**config.mk**
```make
export PLATFORM = sky130hd
export DESIGN_NAME = tt_um_dff_mem_ctrl
export DESIGN_NICKNAME = d
export VERILOG_FILES = /design/src/rtl/dff_mem_pkg.sv /design/src/rtl/dff_mem_sync.sv /design/src/rtl/tt_um_dff_mem_ctrl.sv
export SDC_FILE = /design/constraint.sdc
export NUM_CORES = 1
export LEC_CHECK = 0
export ABC_AREA = 1
export CORE_UTILIZATION = 30
export DETAILED_ROUTE_END_ITERATION = 6
export GPL_TIMING_DRIVEN = 0
export REMOVE_ABC_BUFFERS = 1
export SYNTH_ARGS = -nofsm -noshare
export SYNTH_HDL_FRONTEND = slang
export SYNTH_HIERARCHICAL = 1
export SYNTH_SLANG_ARGS = --single-unit
```
**constraint.sdc**
```tcl
create_clock -name clk -period 3 [get_ports clk]
set_clock_uncertainty 0.1 [all_clocks]
set_input_delay 0.45 -clock clk [delete_from_list [all_inputs] [get_ports clk]]
set_output_delay 0.45 -clock clk [all_outputs]
set_load 0.03 [all_outputs]
```
**src/rtl/dff_mem_pkg.sv**
```systemverilog
// Shared constants for the flip-flop memory controller: opcodes, pin field
// positions, status bit positions and the status byte packing helper.
package dff_mem_pkg;

    // Command opcodes carried on ui_in[7:6]
    localparam logic [1:0] CMD_NOP   = 2'b00;
    localparam logic [1:0] CMD_WRITE = 2'b01;
    localparam logic [1:0] CMD_READ  = 2'b10;
    localparam logic [1:0] CMD_LOAD  = 2'b11;

    // ui_in field positions
    localparam int UI_CMD_HI = 7;
    localparam int UI_CMD_LO = 6;
    localparam int UI_FIFO   = 5;
    localparam int UI_AUTO   = 4;
    localparam int UI_GO     = 3;

    // uo_out status bit positions
    localparam int ST_FULL  = 7;
    localparam int ST_EMPTY = 6;
    localparam int ST_RDV   = 5;
    localparam int ST_ERR   = 4;

    // Assemble the status byte presented on uo_out
    function automatic logic [7:0] pack_status(
        input logic       full,
        input logic       empty,
        input logic       rd_valid,
        input logic       err,
        input logic [3:0] view
    );
        logic [7:0] s;
        s          = 8'h00;
        s[ST_FULL]  = full;
        s[ST_EMPTY] = empty;
        s[ST_RDV]   = rd_valid;
        s[ST_ERR]   = err;
        s[3:0]      = view;
        return s;
    endfunction

endpackage

```
**src/rtl/dff_mem_sync.sv**
```systemverilog
// Input synchroniser for {uio_in, ui_in} with a rising-edge detector on the
// GO bit. Command and data share one pipeline so they stay aligned.
module dff_mem_sync #(
    parameter int WIDTH  = 16,
    parameter int STAGES = 2,
    parameter int GO_BIT = 3
) (
    input  logic             clk,
    input  logic             rst_n,
    input  logic [WIDTH-1:0] din,
    output logic [WIDTH-1:0] dout,
    output logic             go_rise
);

    logic go_q;

    generate
        if (STAGES == 0) begin : g_bypass
            assign dout = din;
        end else begin : g_sync
            logic [WIDTH-1:0] pipe [STAGES];

            // Shift the raw pins through the synchroniser chain
            always_ff @(posedge clk or negedge rst_n) begin
                if (!rst_n) begin
                    for (int i = 0; i < STAGES; i++) begin
                        pipe[i] <= {WIDTH{1'b0}};
                    end
                end else begin
                    pipe[0] <= din;
                    for (int i = 1; i < STAGES; i++) begin
                        pipe[i] <= pipe[i-1];
                    end
                end
            end

            assign dout = pipe[STAGES-1];
        end
    endgenerate

    // Remember the previous synchronised GO level for edge detection
    always_ff @(posedge clk or negedge rst_n) begin
        if (!rst_n) begin
            go_q <= 1'b0;
        end else begin
            go_q <= dout[GO_BIT];
        end
    end

    assign go_rise = dout[GO_BIT] & ~go_q;

endmodule

```
**src/rtl/tt_um_dff_mem_ctrl.sv**
```systemverilog
// Flip-flop memory controller on the TinyTapeout pin set. One storage array
// serves as an auto-incrementing RAM or as a circular FIFO; one operation
// commits per synchronised GO rising edge and sticky status shows on uo_out.
module tt_um_dff_mem_ctrl
    import dff_mem_pkg::*;
#(
    parameter int RAM_BYTES   = 16,
    parameter int SYNC_STAGES = 2
) (
    input  logic       clk,
    input  logic       rst_n,
    input  logic       ena,
    input  logic [7:0] ui_in,
    input  logic [7:0] uio_in,
    output logic [7:0] uio_out,
    output logic [7:0] uio_oe,
    output logic [7:0] uo_out
);

    localparam int ADDR_BITS = (RAM_BYTES > 1) ? $clog2(RAM_BYTES) : 1;
    localparam logic [ADDR_BITS:0]   DEPTH   = (ADDR_BITS+1)'(RAM_BYTES);
    localparam logic [ADDR_BITS-1:0] A_ONE   = ADDR_BITS'(1);
    localparam logic [ADDR_BITS-1:0] A_ZERO  = ADDR_BITS'(0);
    localparam logic [ADDR_BITS:0]   C_ONE   = (ADDR_BITS+1)'(1);
    localparam logic [ADDR_BITS:0]   C_ZERO  = (ADDR_BITS+1)'(0);

    // Synchronised view of the pins
    logic [15:0] sync_word;
    logic        go_rise;
    logic [1:0]  cmd_s;
    logic        fifo_s;
    logic        auto_s;
    logic [7:0]  data_s;
    logic        unused_bits;

    dff_mem_sync #(
        .WIDTH  (16),
        .STAGES (SYNC_STAGES),
        .GO_BIT (UI_GO)
    ) u_sync (
        .clk     (clk),
        .rst_n   (rst_n),
        .din     ({uio_in, ui_in}),
        .dout    (sync_word),
        .go_rise (go_rise)
    );

    assign cmd_s       = sync_word[UI_CMD_HI:UI_CMD_LO];
    assign fifo_s      = sync_word[UI_FIFO];
    assign auto_s      = sync_word[UI_AUTO];
    assign data_s      = sync_word[15:8];
    assign unused_bits = ^sync_word[2:0];

    // Storage (never reset) and controller state
    logic [7:0]           mem [RAM_BYTES];
    logic [ADDR_BITS-1:0] addr_r, wr_ptr_r, rd_ptr_r;
    logic [ADDR_BITS:0]   count_r;
    logic                 mode_r;
    logic                 rd_valid_r;
    logic                 err_r;
    logic [7:0]           rdata_r;
    logic [7:0]           oe_r;
    logic [7:0]           status_r;

    // Next-state values
    logic [ADDR_BITS-1:0] addr_n, wr_ptr_n, rd_ptr_n;
    logic [ADDR_BITS:0]   count_n;
    logic                 mode_n;
    logic                 rd_valid_n;
    logic                 err_n;
    logic [7:0]           rdata_n;
    logic [7:0]           oe_n;
    logic [7:0]           status_n;
    logic                 we_s;
    logic [ADDR_BITS-1:0] waddr_s;
    logic                 mode_change_s;
    logic                 fire_s;

    assign mode_change_s = ena & (fifo_s != mode_r);
    assign fire_s        = ena & go_rise & ~mode_change_s;

    // Decide the effect of a mode change or a fired command
    always_comb begin
        addr_n     = addr_r;
        wr_ptr_n   = wr_ptr_r;
        rd_ptr_n   = rd_ptr_r;
        count_n    = count_r;
        mode_n     = mode_r;
        rd_valid_n = rd_valid_r;
        err_n      = err_r;
        rdata_n    = rdata_r;
        we_s       = 1'b0;
        waddr_s    = addr_r;

        if (mode_change_s) begin
            // Switching modes restarts the pointers but keeps memory contents
            mode_n     = fifo_s;
            addr_n     = A_ZERO;
            wr_ptr_n   = A_ZERO;
            rd_ptr_n   = A_ZERO;
            count_n    = C_ZERO;
            rd_valid_n = 1'b0;
            err_n      = 1'b0;
        end else if (fire_s) begin
            case (cmd_s)
                CMD_WRITE: begin
                    rd_valid_n = 1'b0;
                    if (!mode_r) begin
                        we_s    = 1'b1;
                        waddr_s = addr_r;
                        if (auto_s) begin
                            addr_n = addr_r + A_ONE;
                        end else begin
                            addr_n = addr_r;
                        end
                    end else if (count_r != DEPTH) begin
                        we_s     = 1'b1;
                        waddr_s  = wr_ptr_r;
                        wr_ptr_n = wr_ptr_r + A_ONE;
                        count_n  = count_r + C_ONE;
                    end else begin
                        // Overflow: drop the byte and flag it
                        err_n = 1'b1;
                    end
                end
                CMD_READ: begin
                    if (!mode_r) begin
                        rdata_n    = mem[addr_r];
                        rd_valid_n = 1'b1;
                        if (auto_s) begin
                            addr_n = addr_r + A_ONE;
                        end else begin
                            addr_n = addr_r;
                        end
                    end else if (count_r != C_ZERO) begin
                        rdata_n    = mem[rd_ptr_r];
                        rd_ptr_n   = rd_ptr_r + A_ONE;
                        count_n    = count_r - C_ONE;
                        rd_valid_n = 1'b1;
                    end else begin
                        // Underflow: keep the last read data, flag it
                        rd_valid_n = 1'b0;
                        err_n      = 1'b1;
                    end
                end
                CMD_LOAD: begin
                    rd_valid_n = 1'b0;
                    err_n      = 1'b0;
                    if (!mode_r) begin
                        addr_n = data_s[ADDR_BITS-1:0];
                    end else begin
                        wr_ptr_n = A_ZERO;
                        rd_ptr_n = A_ZERO;
                        count_n  = C_ZERO;
                    end
                end
                default: begin
                    rd_valid_n = rd_valid_r;
                end
            endcase
        end else begin
            mode_n = mode_r;
        end
    end

    // Decode output enable and status from the next register values
    always_comb begin
        oe_n     = (cmd_s == CMD_READ) ? 8'hFF : 8'h00;
        status_n = pack_status(
            mode_n & (count_n == DEPTH),
            (count_n == C_ZERO),
            rd_valid_n,
            err_n,
            mode_n ? 4'(count_n) : 4'(addr_n)
        );
    end

    // Controller state and registered outputs
    always_ff @(posedge clk or negedge rst_n) begin
        if (!rst_n) begin
            addr_r     <= A_ZERO;
            wr_ptr_r   <= A_ZERO;
            rd_ptr_r   <= A_ZERO;
            count_r    <= C_ZERO;
            mode_r     <= 1'b0;
            rd_valid_r <= 1'b0;
            err_r      <= 1'b0;
            rdata_r    <= 8'h00;
            oe_r       <= 8'h00;
            status_r   <= 8'h40;
        end else begin
            addr_r     <= addr_n;
            wr_ptr_r   <= wr_ptr_n;
            rd_ptr_r   <= rd_ptr_n;
            count_r    <= count_n;
            mode_r     <= mode_n;
            rd_valid_r <= rd_valid_n;
            err_r      <= err_n;
            rdata_r    <= rdata_n;
            oe_r       <= oe_n;
            status_r   <= status_n;
        end
    end

    // Storage array write port; whole-byte writes only
    always_ff @(posedge clk) begin
        if (we_s) begin
            mem[waddr_s] <= data_s;
        end
    end

    assign uio_out = rdata_r;
    assign uio_oe  = oe_r;
    assign uo_out  = status_r;

endmodule

```
# Word-level counts from Yosys, hierarchy flattened
# Memory sizes are Yosys's and may differ from the RTL's.
# Cells that the tools add are included.
# W data, S select, Z words.
[word_totals]
ff_bits = 77
ramBits = 128
input_bits = 19
n_memories = 1
[classes]
n_addsub = 5
eq_ne = 12
muxes = 54
n_bitwise = 7
n_reduce_logical = 10
[memory_table]
columns = ["memory", "words", "word_bits", "read_ports", "rd_clocked_by_memory_dff", "wr", "line_no", "rtl"]
rows = [
  ["mem", 16, 8, 2, 0, 1, "tt_um_dff_mem_ctrl.sv:55", "logic [7:0] mem [RAM_BYTES];"],
]
[op_table]
columns = ["op", "n"]
rows = [
  ["$mux W4", 20],
  ["$mux W5", 7],
  ["$mux W8", 3],
  ["$pmux W4 S2", 3],
  ["$mux W1", 18],
  ["$ne A3 B3 Y1 const B", 5],
  ["$pmux W5 S3", 1],
  ["$add A4 B1 Y4 const B", 3],
  ["$reduce_and A5 Y1", 2],
  ["$reduce_bool A3 Y1", 2],
  ["$add A5 B1 Y5 const B", 1],
  ["$and A1 B1 Y1", 5],
  ["$eq A5 B5 Y1 const B", 1],
  ["$logic_not A5 Y1", 1],
  ["$ne A5 B5 Y1 const B", 1],
  ["$reduce_bool A5 Y1", 1],
  ["$sub A5 B1 Y5 const B", 1],
  ["$eq A2 B2 Y1 const B", 2],
  ["$reduce_and A4 Y1", 1],
  ["$reduce_or A2 Y1", 2],
  ["$pmux W1 S3", 1],
  ["$eq A2 B1 Y1 const B", 1],
  ["$ne A2 B1 Y1 const B", 1],
  ["$not A1 Y1", 2],
  ["3 further kinds", 3],
]

# Logic depth before layout (Yosys ltp)
[depth]
word_depth = 8
mapped_depth = 12
ltp_nobuf = 11

# Cells and area by module
# Netlist, hierarchy kept.
[by_module_without_submodules]
columns = ["mod", "instances", "cells_per_inst", "area_each_um2"]
rows = [
  ["tt_um_dff_mem_ctrl", 1, 973, 8545.7],
  ["dff_mem_sync", 1, 51, 955.9],
]

# Worst setup path after synthesis
# No wires, ideal clock.
[synth_path]
kind = "flip-flop to flip-flop"
from = "reg u_sync.g_sync.pipe (netlist bit u_sync/dout[7])"
to = "mem mem[13][0] (enable)"
setup_time_ns = 0.370
t_arrival_ns = 2.000
required_ns = 2.530
slack_ns = 0.530
stages_incl_launch_ff = 11
synth_period_minus_slack_ns = 2.470
cell_sequence = "dfrtp_1 -> buf_4 -> inv_1 -> ha_1 -> clkbuf_1 -> nand3_1 -> nor2_4 -> nand2_1 -> o21ai_2 -> nand3_2 -> nor2_1"
[synth_via]
elab_chain_len = 6
word_cells_on_any_way = 9
classes_between = "1 x eq/ne; 8 x mux"
[synth_rtl]
columns = ["element", "line_no", "rtl"]
rows = [
  ["from (decl)", "dff_mem_sync.sv:21", "logic [WIDTH-1:0] pipe [STAGES];"],
  ["from (signal, indexed assignment)", "dff_mem_sync.sv:27", "pipe[i] <= {WIDTH{1'b0}};"],
  ["from (signal, indexed assignment)", "dff_mem_sync.sv:32", "pipe[i] <= pipe[i-1];"],
  ["$eq A2 B1 Y1 (*)", "tt_um_dff_mem_ctrl.sv:105", "case (cmd_s)"],
  ["$mux W1", "tt_um_dff_mem_ctrl.sv:105", ""],
  ["$mux W1", "tt_um_dff_mem_ctrl.sv:104", "end else if (fire_s) begin"],
  ["$mux W1", "tt_um_dff_mem_ctrl.sv:95", "if (mode_change_s) begin"],
  ["$mux W1", "tt_um_dff_mem_ctrl.sv:207", "if (we_s) begin"],
  ["$mux W1 (not written as such)", "tt_um_dff_mem_ctrl.sv:208", "mem[waddr_s] <= data_s;"],
  ["to (decl)", "tt_um_dff_mem_ctrl.sv:55", ""],
]
# Mark *: on every way between the ends. The rest lies on a longest branch, timed or not.

# Worst setup path in the final report
[layout_path]
from = "reg mode_r"
to = "mem mem[8][3] (enable)"
[layout_via]
elab_chain_len = 8
word_cells_on_any_way = 14
classes_between = "1 x eq/ne; 10 x mux; 3 x bitwise"
[layout_rtl]
columns = ["element", "line_no", "rtl"]
rows = [
  ["from (decl)", "tt_um_dff_mem_ctrl.sv:58", "logic mode_r;"],
  ["from (signal assigned)", "tt_um_dff_mem_ctrl.sv:196", "mode_r <= mode_n;"],
  ["$ne A1 B1 Y1", "tt_um_dff_mem_ctrl.sv:79", "assign mode_change_s = ena & (fifo_s != mode_r);"],
  ["$and A1 B1 Y1", "tt_um_dff_mem_ctrl.sv:79", ""],
  ["$not A1 Y1 (no line)", "-", ""],
  ["$and A1 B1 Y1", "tt_um_dff_mem_ctrl.sv:80", "assign fire_s = ena & go_rise & ~mode_change_s;"],
  ["$mux W1", "tt_um_dff_mem_ctrl.sv:104", ""],
  ["$mux W1", "tt_um_dff_mem_ctrl.sv:95", ""],
  ["$mux W1", "tt_um_dff_mem_ctrl.sv:207", ""],
  ["$mux W1 (not written as such)", "tt_um_dff_mem_ctrl.sv:208", ""],
]
# Parallel ways exist; a longest one is shown, timed or not.

==> results.sh <==
export IMPL_antenna_cells=0
export IMPL_finalSetupViolCount=0
export IMPL_cts_made_buffers=17
export IMPL_nets=1029
export IMPL_final_core_util=0.345
export IMPL_place_area_mm2=0.00984
export IMPL_first_global_vias=6776
export IMPL_yosysWarnings=6
export IMPL_r2r_cells=9
export IMPL_syn_area_per_cell_um2=9.19
export IMPL_ir_drop_mv=0.425
export IMPL_hold_class="primary input to asynchronous set/reset pin"
export IMPL_cts_htree_levels=4
export IMPL_vias=7254
export IMPL_grt_max_degree=63
export IMPL_power_density_mw_per_mm2=660
export IMPL_rsz0062_at_grt="yes"
export IMPL_ios=43
export IMPL_crit_type="flip-flop to flip-flop"
export IMPL_period_share=0.983
export IMPL_clock_path_buffers=2
export IMPL_worst_slew_pin_slew_ps=934
export IMPL_io_buffers=39
export IMPL_finalWeightedCongestion=0.841
export IMPL_drtIter0Drc=856
export IMPL_track_usage=0.169
export IMPL_path_buf_inv=1
export IMPL_grt_antenna_before_repair=1
export IMPL_start_util=0.305
export IMPL_r2r_slack_ps=50
export IMPL_syn_inst=1014
export IMPL_fin_hold_ws_ps=1.10
export IMPL_slew_violations=0
export IMPL_clk_pin_slew_ps=80
export IMPL_arrival_ps=2930
export IMPL_cts_sinks=190
export IMPL_finalPower_mw=6.96
export IMPL_cp_required_ps=2980
export IMPL_dieArea_mm2=0.0318
export IMPL_drc_errors=0
export IMPL_wire_per_inst_um=18.3
export IMPL_crit_fanout=32
export IMPL_maxSlewHeadroom=0.377
export IMPL_postCtsHoldBufs=0
export IMPL_synth_area_mm2=0.00932
export IMPL_cpPeakStageDelay_ps=650
export IMPL_fmax_mhz=339
export IMPL_slowest_stage="dfrtp_4"
export IMPL_core_rowCount=64
export IMPL_grt_pass1_wl_mm=39.4
export IMPL_ant_nets=0
export IMPL_leakagePower_nw=4.03
export IMPL_grt_overflow=0
export IMPL_cts_root_buffer="clkbuf_16"
export IMPL_r2r_end="mem[8][3]$_DFFE_PP_"
export IMPL_area_growth_pct=13.1
export IMPL_cts_tree="yes"
export IMPL_fin_area_mm2=0.0105
export IMPL_via_per_inst=5.14
export IMPL_r2r_start="mode_r$_DFF_PN0_"
export IMPL_period_needed_ps=2950
export IMPL_clk_latency_ps=440
export IMPL_fp_coreArea_mm2=0.0306
export IMPL_path_cells="inv_4, nand2_2, nand2_4, nand3_2, nor2_4, nand2_2, o21ai_2, nand3_2, nor2_2"
export IMPL_hpwl_mm=16.0
export IMPL_drv_cap=0
export IMPL_hold_viol=0
export IMPL_wl_mm=25.7
export IMPL_startpoint_type="flip-flop"
export IMPL_status="completed"
export IMPL_die_height_um=178
export IMPL_first_pass_iters=5
export IMPL_cp_top_family="simple AND/OR/NAND/NOR gates"
export IMPL_die_w_um=178
export IMPL_crit_path_end_kind="flip-flop"
export IMPL_drive_gt1_frac=0.0927
-- where the power goes --
group          total (mW)  internal (mW)  switching, mW
Clock                2.20           1.12           1.08
Combinational        1.57          0.490           1.08
Sequential           3.19           2.91          0.278
-- worst max-delay path by stage --
stage	startpoint	end	slack (ps)	cells after the start
CTS	mode_r$_DFF_PN0_	mem[5][2]$_DFFE_PP_	-10	9
global placement	rd_ptr_r[0]$_DFFE_PN0P_	uio_out[4]$_DFFE_PN0P_	-2720	7
global route	mode_r$_DFF_PN0_	mem[8][3]$_DFFE_PP_	-120	9
floorplan	rd_ptr_r[0]$_DFFE_PN0P_	uio_out[4]$_DFFE_PN0P_	-410	7
finish	mode_r$_DFF_PN0_	mem[8][3]$_DFFE_PP_	50	9
detailed placement	mode_r$_DFF_PN0_	mem[5][0]$_DFFE_PP_	-730	8
-- layer usage --
| metal | wire (µm) | up-vias | GRT usage |
|---|---|---|---|
| met5 | 0 | - | 0 |
| met2 | 11900 | 296 | 0.260 |
| met1 | 11200 | 3476 | 0.231 |
| met3 | 1810 | 44 | 0.0311 |
| met4 | 827 | 0 | 0.0770 |
| li1 | - | 3438 | - |
-- layout make-up --
class | count | area, µm²
Clock buffer | 19 | 443
Clock inverter | 13 | 126
Fill cell | 3096 | 20000
Inverter | 68 | 260
Multi-Input combinational cell | 683 | 3380
Sequential cell | 190 | 5410
Tap cell | 396 | 495
Timing Repair Buffer | 41 | 428
-- registers in the layout (all words and copies together) (netlist names) --
signal              flops
addr_r                  4
count_r                 5
mem                   128
mode_r                  1
rd_ptr_r                4
u_sync/dout            13
u_sync/g_sync.pipe     13
u_sync/go_q             1
uio_oe                  1
uio_out                 8
uo_out                  8
wr_ptr_r                4
-- stage by stage --
| step | setup TNS, ps | std cells | worst slack (ps) |
|---|---|---|---|
| after detailed placement | -86590 | 1377 | -733 |
| after floorplan | -3300 | 941 | -411 |
| after CTS | -116 | 1410 | -14.4 |
| final | 0 | 1410 | 49.7 |
| after global placement | -222650 | 1376 | -2720 |
| after global routing | -2580 | 1410 | -118 |
-- placed cells by master, fill, tap and decap left out, drive strengths merged --
| cell | count |
|---|---|
| a21boi | 1 |
| a21oi | 110 |
| a31o | 1 |
| a31oi | 5 |
| and3 | 1 |
| buf | 3 |
| clkbuf | 19 |
| clkdlybuf4s50 | 38 |
| clkinv | 7 |
| dfrtp | 61 |
| dfstp | 1 |
| edfxtp | 128 |
| ha | 9 |
| inv | 74 |
| nand2 | 232 |
| nand2b | 1 |
| nand3 | 88 |
| nand4 | 6 |
| nor2 | 72 |
| nor3b | 3 |
| o211ai | 6 |
| o21ai | 147 |
| o31ai | 1 |
-- timing repair --
item,CTS,global route
setup buffers,1,0
resized for setup,29,8
pin swaps,0,0
endpoints found under the setup margin,144,90
Power figures use the tool's default switching activity.
